## src/rtl/cu_read_command_arbiter_pkg.sv

```systemverilog
// rtl/cu_read_command_arbiter_pkg.sv - command line and buffer status types shared by the arbiter
package cu_read_command_arbiter_pkg;

    typedef struct packed {
        logic        valid;
        logic [7:0]  cu_id;
        logic [1:0]  cmd_type;
        logic [31:0] address;
        logic [7:0]  tag;
    } CommandBufferLine;

    typedef struct packed {
        logic empty;
        logic alfull;
        logic full;
        logic valid;
    } BufferStatus;

endpackage

```

## src/rtl/cu_read_command_arbiter_if.sv

```systemverilog
// rtl/cu_read_command_arbiter_if.sv - producer-side and buffer-side signals of the read command arbiter
interface cu_read_command_arbiter_if #(
    parameter int NUM_REQUESTORS = 4,
    parameter int REQ_BITS       = $clog2(NUM_REQUESTORS)
);
    logic                                                          enabled_in;
    cu_read_command_arbiter_pkg::CommandBufferLine [NUM_REQUESTORS-1:0] command_in;
    cu_read_command_arbiter_pkg::BufferStatus      [NUM_REQUESTORS-1:0] command_buffer_status_out;
    cu_read_command_arbiter_pkg::BufferStatus                      read_command_buffer_status;
    cu_read_command_arbiter_pkg::CommandBufferLine                 read_command_out;
    logic [REQ_BITS-1:0]                                           last_grant_out;
    logic [31:0]                                                   commands_issued_out;
    logic [NUM_REQUESTORS-1:0]                                     overflow_out;

    modport slave (
        input  enabled_in, command_in, read_command_buffer_status,
        output command_buffer_status_out, read_command_out, last_grant_out,
               commands_issued_out, overflow_out
    );

    modport master (
        output enabled_in, command_in, read_command_buffer_status,
        input  command_buffer_status_out, read_command_out, last_grant_out,
               commands_issued_out, overflow_out
    );
endinterface

```

## src/rtl/cu_read_command_arbiter.sv

```systemverilog
// rtl/cu_read_command_arbiter.sv - round-robin arbiter feeding per-requestor FIFOs into the shared CU read command buffer
module cu_read_command_arbiter
    import cu_read_command_arbiter_pkg::*;
#(
    parameter int NUM_REQUESTORS = 4,
    parameter int FIFO_DEPTH     = 4,
    parameter int REQ_BITS       = $clog2(NUM_REQUESTORS)
) (
    input  logic                      clock,
    input  logic                      rstn,
    cu_read_command_arbiter_if.slave  bus
);

    localparam int PTR_W = $clog2(FIFO_DEPTH);
    localparam int CNT_W = PTR_W + 1;
    localparam logic [CNT_W-1:0] DEPTH_C  = CNT_W'(FIFO_DEPTH);
    localparam logic [CNT_W-1:0] ALFULL_C = CNT_W'(FIFO_DEPTH - 2);

    logic                      enabled;
    CommandBufferLine          mem    [NUM_REQUESTORS][FIFO_DEPTH];
    logic [PTR_W-1:0]          wr_ptr [NUM_REQUESTORS];
    logic [PTR_W-1:0]          rd_ptr [NUM_REQUESTORS];
    logic [CNT_W-1:0]          count      [NUM_REQUESTORS];
    logic [CNT_W-1:0]          count_next [NUM_REQUESTORS];
    logic [NUM_REQUESTORS-1:0] push, pop, drop;
    logic [NUM_REQUESTORS-1:0] stat_empty, stat_alfull, stat_full;
    logic [REQ_BITS-1:0]       rr_ptr, winner;
    logic                      grant;
    CommandBufferLine          grant_line;

    // First non-empty FIFO at or after rr_ptr, wrapping naturally in REQ_BITS.
    always_comb begin
        logic [REQ_BITS-1:0] idx;
        grant  = 1'b0;
        winner = rr_ptr;
        idx    = '0;
        if (enabled && !bus.read_command_buffer_status.alfull) begin
            for (int k = 0; k < NUM_REQUESTORS; k++) begin
                idx = rr_ptr + REQ_BITS'(k);
                if (!grant && count[idx] != '0) begin
                    grant  = 1'b1;
                    winner = idx;
                end
            end
        end
    end

    always_comb begin
        grant_line       = mem[winner][rd_ptr[winner]];
        grant_line.valid = 1'b1;
    end

    // A pop in the same cycle frees the slot, so a push into a full FIFO being popped is accepted.
    always_comb begin
        for (int i = 0; i < NUM_REQUESTORS; i++) begin
            pop[i]  = grant && (winner == REQ_BITS'(i));
            push[i] = enabled && bus.command_in[i].valid && ((count[i] != DEPTH_C) || pop[i]);
            drop[i] = enabled && bus.command_in[i].valid && (count[i] == DEPTH_C) && !pop[i];
            count_next[i] = count[i] + CNT_W'(push[i]) - CNT_W'(pop[i]);
        end
    end

    always_comb begin
        for (int i = 0; i < NUM_REQUESTORS; i++) begin
            bus.command_buffer_status_out[i] = '{empty:  stat_empty[i],
                                                 alfull: stat_alfull[i],
                                                 full:   stat_full[i],
                                                 valid:  enabled};
        end
    end

    always_ff @(posedge clock) begin
        for (int i = 0; i < NUM_REQUESTORS; i++) begin
            if (push[i]) begin
                mem[i][wr_ptr[i]] <= bus.command_in[i];
            end
        end
    end

    always_ff @(posedge clock or negedge rstn) begin
        if (!rstn) begin
            enabled                 <= 1'b0;
            rr_ptr                  <= '0;
            bus.read_command_out    <= '0;
            bus.last_grant_out      <= '0;
            bus.commands_issued_out <= '0;
            bus.overflow_out        <= '0;
            stat_empty              <= '1;
            stat_alfull             <= '0;
            stat_full               <= '0;
            for (int i = 0; i < NUM_REQUESTORS; i++) begin
                wr_ptr[i] <= '0;
                rd_ptr[i] <= '0;
                count[i]  <= '0;
            end
        end else begin
            enabled <= bus.enabled_in;
            for (int i = 0; i < NUM_REQUESTORS; i++) begin
                if (push[i]) wr_ptr[i] <= wr_ptr[i] + PTR_W'(1);
                if (pop[i])  rd_ptr[i] <= rd_ptr[i] + PTR_W'(1);
                if (drop[i]) bus.overflow_out[i] <= 1'b1;
                count[i]       <= count_next[i];
                stat_empty[i]  <= (count_next[i] == '0);
                stat_full[i]   <= (count_next[i] == DEPTH_C);
                stat_alfull[i] <= (count_next[i] >= ALFULL_C);
            end
            if (grant) begin
                bus.read_command_out    <= grant_line;
                bus.last_grant_out      <= winner;
                rr_ptr                  <= winner + REQ_BITS'(1);
                bus.commands_issued_out <= bus.commands_issued_out + 32'd1;
            end else begin
                bus.read_command_out    <= '0;
            end
        end
    end

endmodule

```

## src/flat_wrapper.sv

```systemverilog
// flat-port wrapper written by rule: the top's interface ports become plain ports
module cu_read_command_arbiter_flat import cu_read_command_arbiter_pkg::*;
#(
    parameter int NUM_REQUESTORS = 4,
    parameter int FIFO_DEPTH     = 4,
    parameter int REQ_BITS       = $clog2(NUM_REQUESTORS)
)
  (clock, rstn, bus_enabled_in, bus_command_in, bus_read_command_buffer_status, bus_command_buffer_status_out, bus_read_command_out, bus_last_grant_out, bus_commands_issued_out, bus_overflow_out);
  cu_read_command_arbiter_if #(.NUM_REQUESTORS(NUM_REQUESTORS), .REQ_BITS(REQ_BITS)) bus_i ();
  input  logic clock;
  input  logic rstn;
  input wire logic [$bits(bus_i.enabled_in)-1:0] bus_enabled_in;
  input wire logic [$bits(bus_i.command_in)-1:0] bus_command_in;
  input wire logic [$bits(bus_i.read_command_buffer_status)-1:0] bus_read_command_buffer_status;
  output wire logic [$bits(bus_i.command_buffer_status_out)-1:0] bus_command_buffer_status_out;
  output wire logic [$bits(bus_i.read_command_out)-1:0] bus_read_command_out;
  output wire logic [$bits(bus_i.last_grant_out)-1:0] bus_last_grant_out;
  output wire logic [$bits(bus_i.commands_issued_out)-1:0] bus_commands_issued_out;
  output wire logic [$bits(bus_i.overflow_out)-1:0] bus_overflow_out;
  assign bus_i.enabled_in = bus_enabled_in;
  assign bus_i.command_in = bus_command_in;
  assign bus_i.read_command_buffer_status = bus_read_command_buffer_status;
  assign bus_command_buffer_status_out = bus_i.command_buffer_status_out;
  assign bus_read_command_out = bus_i.read_command_out;
  assign bus_last_grant_out = bus_i.last_grant_out;
  assign bus_commands_issued_out = bus_i.commands_issued_out;
  assign bus_overflow_out = bus_i.overflow_out;
  cu_read_command_arbiter #(.NUM_REQUESTORS(NUM_REQUESTORS), .FIFO_DEPTH(FIFO_DEPTH), .REQ_BITS(REQ_BITS)) u_core (.clock(clock), .rstn(rstn), .bus(bus_i));
endmodule
```

## config.mk

```make
export PLATFORM = sky130hd
export DESIGN_NAME = cu_read_command_arbiter_flat
export DESIGN_NICKNAME = d
export VERILOG_FILES = /design/src/rtl/cu_read_command_arbiter_pkg.sv /design/src/rtl/cu_read_command_arbiter_if.sv /design/src/rtl/cu_read_command_arbiter.sv /design/src/flat_wrapper.sv
export SDC_FILE = /design/constraint.sdc
export NUM_CORES = 1
export LEC_CHECK = 0
export BUFFER_PORTS_ARGS = -buffer_cell sky130_fd_sc_hd__buf_2
export CAP_MARGIN = 40
export CORE_MARGIN = 2
export CORE_UTILIZATION = 50
export CTS_CLUSTER_SIZE = 10
export DETAILED_ROUTE_END_ITERATION = 6
export HOLD_SLACK_MARGIN = 0.15
export PLACE_DENSITY = 0.69
export SLEW_MARGIN = 20
export SYNTH_ARGS = -nofsm -noshare
export SYNTH_HDL_FRONTEND = slang
export SYNTH_SLANG_ARGS = --single-unit
```

## constraint.sdc

```tcl
create_clock -name clock -period 12.9 [get_ports clock]
set_input_delay 1.29 -clock clock [delete_from_list [all_inputs] [get_ports clock]]
set_output_delay 1.29 -clock clock [all_outputs]
set_load 0.02 [all_outputs]
```

# After elaboration in Yosys (flattened, before gate mapping)
# Memory sizes are Yosys's and may differ from the RTL's.
# Index checks and enable logic that the tools add are counted.
# op_classes
add_sub_neg	21
magnitude_cmp	18
n_eq_ne	15
n_mux	47
bitwise_logic	10
reduce_logical	49
# op_table
cell	count
204-bit 2-to-1 mux	4
51-bit demux with 2-bit select	4
51-bit 2-to-1 mux	5
51-bit binary-select mux with 2-bit select	1
50-bit 2-to-1 mux	2
32-bit by 1-bit adder with 32-bit output, second input constant	1
3-bit >= comparator, second input constant	10
2-bit NOT with 3-bit output	10
1-bit logical AND	28
3-bit binary-select mux with 2-bit select	4
3-bit == test, second input constant	8
3-bit 2-to-1 mux	8
2-bit by 1-bit adder with 2-bit output, second input constant	10
3-bit by 1-bit adder with 3-bit output	4
3-bit by 2-bit >= comparator with 1-bit output, second input constant	4
3-bit zero test	4
3-bit by 1-bit less-than comparator with 1-bit output, second input constant	4
1-bit 2-to-1 mux	12
2-bit 2-to-1 mux	6
3-bit != test, second input constant	4
3-bit nonzero test	4
3-bit by 1-bit subtractor with 3-bit output	4
1-bit zero test	8
2-bit adder, second input constant	2
5 further kinds	9
# totals
register_bits	132
ram_bits	816
in_bits	211
out_inout_bits	105
word_cells	189
memories	1
# memory_table
name	words	word_bits	read_ports	rd_clocked_by_memory_dff	write_ports	line_no	rtl
u_core.mem	4	204	1	0	4	cu_read_command_arbiter.sv:20	CommandBufferLine mem [NUM_REQUESTORS][FIFO_DEPTH];

# Logic depth before layout (Yosys ltp)
# Gate-level depths: netlist (run 1).
# logic_depth
ltp_word	28
ltp_mapped	20
depth_no_buf	16

# Worst setup path after synthesis (run 1)
# OpenSTA, ideal clock, no wires.
# synth_path
path_kind	input to register
start	input port bus_read_command_buffer_status[2]
end	memory u_core.mem[1][0] in the netlist's numbering (enable)
t_arrival_ns	4.967
slack_ns	7.520
path_stages	14
n_path_buf	3
path_cell_list	and2b_1 o211a_1 o21a_1 nand3_1 and2_1 buf_4 inv_2 clkbuf_1 buf_2 ha_1 nand2_1 and4_1 nor2_1 and2_1
# synth_lines
item	line_no	rtl
start, declared	flat_wrapper.sv:14	input wire logic [$bits(bus_i.read_command_buffer_status)-1:0] bus_read_command_buffer_status;
end, declared	cu_read_command_arbiter.sv:20	

==> results of run 1 <==
-- layer usage --
metal,part of all wire (%),vias up
li1,-,10100
met1,40,11500
met2,48,1139
met3,9.1,199
met4,3.0,26
met5,0.16,-
-- worst paths after layout --
kind	from	to	slack, ps	cells past startpoint
max	u_core.rr_ptr[1]$_DFFE_PN0P_	u_core.mem[0][85]$_DFFE_PP_	7230	11
min	u_core.bus.overflow_out[3]$_DFFE_PN0P_	u_core.bus.overflow_out[3]$_DFFE_PN0P_	460	1
max reg2reg	u_core.rr_ptr[1]$_DFFE_PN0P_	u_core.mem[0][85]$_DFFE_PP_	7230	11
min reg2reg	u_core.bus.overflow_out[3]$_DFFE_PN0P_	u_core.bus.overflow_out[3]$_DFFE_PN0P_	460	1
max in group asynchronous	rstn	u_core.bus.read_command_out[8]$_DFF_PN0_	11350	3
min in group asynchronous	rstn	u_core.enabled$_DFF_PN0_	550	1
-- report_power, final --
part	switching, mW	total [mW]	internal, mW
logic	1.95	2.93	0.979
registers	0.158	3.84	3.69
clock network	1.11	2.62	1.51
-- stage by stage --
step	cell area (sq um)	setup slack [ps]	total power, mW	hold slack [ps]	utilization [%]
floorplan	36500	7520	5.83	438	-
finish	42500	7230	9.39	463	58.6
CTS	42400	7120	9.39	468	58.4
global route	42500	6730	9.82	484	58.6
detailed placement	39500	6580	6.79	454	54.4
global placement	38800	6280	6.56	447	53.5
-- registers in the layout, summed over array words and instances, names as in the netlist --
register                        flops
u_core.bus.commands_issued_out     32
u_core.bus.last_grant_out           2
u_core.bus.overflow_out             4
u_core.bus.read_command_out        51
u_core.count                       12
u_core.enabled                      1
u_core.mem                        800
u_core.rd_ptr                       8
u_core.rr_ptr                       2
u_core.stat_alfull                  4
u_core.stat_empty                   4
u_core.stat_full                    4
u_core.wr_ptr                       8
-- cells in the final DEF, fill, tap and decap left out, types with 4 or more instances in the layout --
master,n
edfxtp_1,800
nand2_1,443
buf_2,311
dfrtp_1,128
and3_1,109
a21oi_1,105
o21ai_0,105
clkbuf_16,104
a211oi_1,103
a311oi_1,101
mux2i_1,99
clkbuf_1,81
nand3_1,59
o22a_1,49
xnor2_1,38
ha_1,26
inv_1,24
diode_2,20
and2_4,18
nor2_1,17
buf_12,16
buf_4,15
xor2_1,13
buf_16,13
nor3_1,9
nand4_1,7
inv_6,4
or2_2,4
fa_1,4
dfstp_2,4
-- cell type report --
class                      count  area [sq um]
timing repair buffer         356          2360
sequential                   932         27300
clock buffer                 185          2910
tap                          959          1200
multi-input combinational   1368          8520
clock inverter                 5          46.3
antenna                       20          50.0
fill                        5560         30100
inverter                      27           114
-- worst max-delay path: stages, from the launching register on --
cell and delay (ps):
dfrtp_1 600, nor4_2 470, o211a_1 240, o21a_1 260
nand3_4 410, and2_4 530, buf_4 370, nor3_2 430
or4b_1 210, nor2b_1 660, and2_4 720, buf_12 310
-- cells by family after synthesis --
logic type | synth area share (%)
AO/OA/AOI/OAI | 9.18
XOR/XNOR | 1.22
adder cells (fa/ha/maj) | 1.11
buffers and inverters | 2.13
flip-flops | 74.8
multiplexers | 2.78
AND/OR/NAND/NOR | 8.74
==> flow_summary_export.csv, run 1 <==
group,metric,value,unit
outcome,outcome,"finished, final reports clean",
timing,report.final.slew_viol_count,0,
clock_tree,cts_buffer_depth,3,
routing,wl_per_cell,25.2,um
synth,syn_avg_cell_area,14.7,sq um
grt,use_met2,41.2,%
placement,portBuffers,312,
floorplanning,start_util,50.3,%
routing,vias,22900,
worst_setup_path,cp_max_fo,47,
grt,overflow,0,
synth,yosysMostFrequentCell,"edfxtp_1",
worst_setup_path,crit_type,"reg2reg",
synth,synth_common_cells,"edfxtp_1, nand2_1, dfrtp_1",
worst_setup_path,crit_path_end_kind,"flip-flop",
pwr,p_per_area,221,nW/um^2
grt,grt_most_used_layer,"met2",
grt,met1_usage,34.4,%
placement,dp_hpwl,57200,um
timing,finalHoldViolCount,0,
layout,final_nets,3029,
synth,yosysUniqueCellTypes,63,
worst_hold_path,hp-class,"reg2reg",
timing,timing.fmax,0.176,GHz
timing,setup_viol,0,
routing,first_pass_iters,7,
pwr,leakage,15.8,nW
synth,netlist_top_cells_area,"edfxtp_1, dfrtp_1, nand2_1, mux2i_1, a311oi_1",
synth,ys_ff_latch,932,
worst_setup_path,critPathLaunchType,"flip-flop",
layout,syn2layout_area_growth,16.4,%
synth,synth_ff_type,"edfxtp_1",
timing,rsz0062_at_grt,"no",
timing,timing.slew.headroom,41.8,%
clock_tree,cts_hold_buf,0,
grt,grt.met3_usage,5.27,%
synth,async_reset_ff_share,14.2,%
grt,grt_pass1_wl,141000,um
synth,yosys.area.top_type_share,65.8,%
floorplanning,coreArea,72600,sq um
clock_tree,root_buffer,"clkbuf_16",
clock_tree,clk_pin_slew,60,ps
routing,viasPerCell,5.94,
synth,synth_cells,2490,
clock_tree,cts_sinks,932,
routing,antenna_left,0,
floorplanning,die_height,274,um
routing,routed_wirelength,97000,um
timing,fin_skew,34.7,ps
synth,synth_edf_count,800,
timing,worst_slew_pin_slew,873,ps
floorplanning,chipWidth,274,um
timing,fin_crit_sh,43.9,%
clock_tree,cts_tree,"yes",
clock_tree,cts_setup_buffers,0,
floorplanning,ios,316,
layout,drive_above_1_share,17.8,%
grt,grt_use_total,25.6,%
placement,routabilityCongestion,0.805,
clock_tree,cts_buffers,103,
floorplanning,fp-row-count,99,
synth,syn-num-nets,2731,
synth,synth_top_area_cell,"edfxtp_1",
synth,seq_area_frac_synth,74.8,%
layout,final_cells,3852,
worst_setup_path,arrival,6000,ps
placement,dp_cells,3639,
synth,synth_area,36500,sq um
timing,fin_setup_tns,0,ps
worst_setup_path,required,13230,ps
floorplanning,die_area,75200,sq um
routing,drt-initial-drc-count,2552,
synth,ys_warn_count,0,
routing,drc,0,
clock_tree,cts_htree_levels,3,
grt,antenna_found_initial,35,
job,drv_cap,0,
clock_tree,cts-resized-gates,0,
grt,first_global_vias,22700,
clock_tree,clock_latency,660,ps
pwr,ir_drop,0.156,mV
grt,grt_max_degree,122,
timing,fin_crit,5670,ps
Power figures use the tool's default switching activity.
==> inputs of run 2 (changes only) <==
ABC_AREA = 1   (was default)
PLACE_DENSITY = 0.68   (was 0.69)
clock period = 5.71 ns   (was 12.9 ns; I/O delays follow)
==> flow_summary_export.csv, run 2 <==
group,metric,value,unit
outcome,outcome,"finished, final reports clean",
synth,syn-num-nets,4069,
pwr,leakage,20.6,nW
timing,fin_skew,27.0,ps
layout,final_common_cell,"nand2_1",
clock_tree,clock_latency,660,ps
synth,synth_common_cells,"nand2_1, edfxtp_1, nand3_1",
placement,dp_hpwl,66100,um
grt,overflow,0,
synth,synth_cells,3828,
floorplanning,chipWidth,290,um
synth,synth_ff_type,"edfxtp_1",
floorplanning,die_area,83800,sq um
pwr,ir_drop,0.426,mV
worst_setup_path,r2r_setup_slack,1140,ps
layout,syn2layout_area_growth,19.9,%
pwr,pwr-share-seq,36.9,%
grt,antenna_found_initial,9,
worst_setup_path,required,5990,ps
timing,fin_crit_sh,80.1,%
synth,seq_area_frac_synth,67.0,%
clock_tree,cts-resized-gates,0,
timing,fin_crit,4570,ps
placement,dp_worst_setup_slack,1090,ps
layout,layout_common_cells,"nand2_1, edfxtp_1, nand3_1, inv_1, buf_2",
timing,setup_viol,0,
routing,wl_met3,10000,um
layout,fillCellCount,6470,
routing,routed_wirelength,116000,um
timing,whs,183,ps
routing,top_layer,"met5",
timing,finalHoldViolCount,0,
synth,synth_top_area_cell,"edfxtp_1",
layout,final_nets,4538,
routing,wl_per_cell,21.2,um
worst_setup_path,cp_max_fo,42,
clock_tree,clk_pin_slew,60,ps
pwr,p_per_area,484,nW/um^2
pwr,p_sw,9.05,mW
routing,antenna_left,0,
grt,grt_pass1_wl,171000,um
synth,netlist_top_cells_area,"edfxtp_1, nand2_1, dfrtp_1, nand3_1, nand3b_1",
clock_tree,cts_sinks,932,
job,drv_cap,0,
layout,largest_reg_flops,800,
pwr,p_comb_share,37.1,%
timing,worst_slew_pin_slew,851,ps
synth,ys_warn_count,0,
clock_tree,cts_hold_buf,189,
timing,setup_slack,1140,ps
synth,async_reset_ff_share,14.2,%
clock_tree,cts_buffers,105,
clock_tree,cts_setup_buffers,0,
timing,timing.slew.headroom,43.2,%
timing,timing.fmax,0.219,GHz
floorplanning,start_util,50.5,%
pwr,finalPower,23.7,mW
worst_setup_path,crit_type,"reg2reg",
pwr,swShare,38.2,%
synth,synth_edf_count,800,
synth,yosysMostFrequentCell,"nand2_1",
grt,first_global_vias,28200,
layout,finalInstanceArea,48900,sq um
worst_setup_path,arrival,4850,ps
pwr,clkPwrFrac,26.1,%
timing,fin_setup_tns,0,ps
routing,viasPerCell,5.39,
floorplanning,die_height,290,um
routing,vias,29400,
placement,routabilityCongestion,0.886,
timing,rsz0062_at_grt,"no",
worst_hold_path,hp-class,"in2reg",
routing,drc,0,
synth,synth_area,40800,sq um
synth,yosysUniqueCellTypes,30,
floorplanning,coreArea,80700,sq um
placement,portBuffers,312,
routing,drt-initial-drc-count,3174,
timing,report.final.slew_viol_count,0,
floorplanning,fp-row-count,104,
grt,grt_max_degree,220,
clock_tree,cts_buffer_depth,3,
clock_tree,cts_tree,"yes",
worst_setup_path,critPathLaunchType,"flip-flop",
layout,drive_above_1_share,12.4,%
pwr,p_int,14.6,mW
clock_tree,cts_htree_levels,3,
routing,m1WireLength,46600,um
synth,yosys.area.top_type_share,58.9,%
synth,syn_avg_cell_area,10.7,sq um
routing,first_pass_iters,6,
grt,grt_use_total,27.4,%
floorplanning,ios,316,
worst_setup_path,crit_path_end_kind,"flip-flop",
routing,route.met2.wl,56000,um
clock_tree,root_buffer,"clkbuf_16",
placement,placed_area,43800,sq um
synth,ys_ff_latch,932,
[run 2: changes by cell type after synthesis, sizes merged, moves of 103 or more]
cell,before,now
nand2,445,1137
nand3,61,476
inv,26,391
nand3b,2,300
nor2,18,229
and3,109,0
a21oi,105,0
a211oi,103,0
[run 2: logic make-up (layout without fill, tap and decap cells)]
group	count (synthesis)	after routing	synth area share [%]
simple gates	2185	2185	24.6
flops	932	932	67.0
buf+inv	606	1164	6.00
xor+xnor	45	45	0.967
fa+ha+maj	30	30	0.994
compound gates	30	30	0.399
other cells	0	8	0
[run 2: stage by stage]
step,utilization (%),std cells
floorplan,-,3828
global placement,53.9,5048
detailed placement,54.2,5057
CTS,60.4,5442
global route,60.6,5449
finish,60.6,5454
[run 2: cell type report]
type                            count  area [sq um]  share of cell area (%)
Antenna cell                        8          20.0                  0.0410
Clock inverter                      2          32.5                  0.0666
Timing Repair Buffer              577          4430                    9.06
Clock buffer                      194          3070                    6.29
Multi-Input combinational cell   2290         11200                    22.9
Inverter                          391          1470                    3.01
Sequential cell                   932         27300                    55.9
Tap cell                         1060          1330                    2.71
[run 2: worst paths after layout]
kind                                                        startpoint                                         to  depth (start not counted)
max in group asynchronous                                         rstn  u_core.bus.read_command_out[35]$_DFF_PN0_                          4
worst min register to register  u_core.bus.overflow_out[1]$_DFFE_PN0P_     u_core.bus.overflow_out[1]$_DFFE_PN0P_                          1
min in group asynchronous                                         rstn            u_core.stat_alfull[0]$_DFF_PN0_                          2
worst max register to register            u_core.rr_ptr[0]$_DFFE_PN0P_                u_core.mem[2][75]$_DFFE_PP_                         19
worst min-delay path                               bus_command_in[122]               u_core.mem[2][122]$_DFFE_PP_                          1
worst max-delay path                      u_core.rr_ptr[0]$_DFFE_PN0P_                u_core.mem[2][75]$_DFFE_PP_                         19
[run 2: power by group through the flow]
stage               clock network [mW]  logic [mW]  registers [mW]
floorplan                            0        5.46            9.09
global placement                     0        8.23            8.83
detailed placement                   0        8.50            8.85
CTS                               6.23        8.66            8.73
global route                      6.52        9.67            8.81
finish                            6.17        8.78            8.73
[run 2: metal layers]
metal  GRT usage [%]  up-vias
li1                -    13600
met1            37.1    14200
met4            8.90       12
met2            45.4     1363
met3            4.51      235
met5               0        -
[run 2: worst max-delay path: stages, from the launching register on]
cell and delay, ps:
dfrtp_1 380, inv_2 310, nand2_1 90, nand2_1 160, nor2_1 60, nand2_1 70, nand2_1 120, o21ai_0 170
nand3_1 100, nand3_1 80, nand3_1 110, nand2_4 410, ha_1 240, nand2_1 140, nand2_1 130, inv_1 40
nor2_1 440, inv_1 330, nor2_4 160, buf_4 600
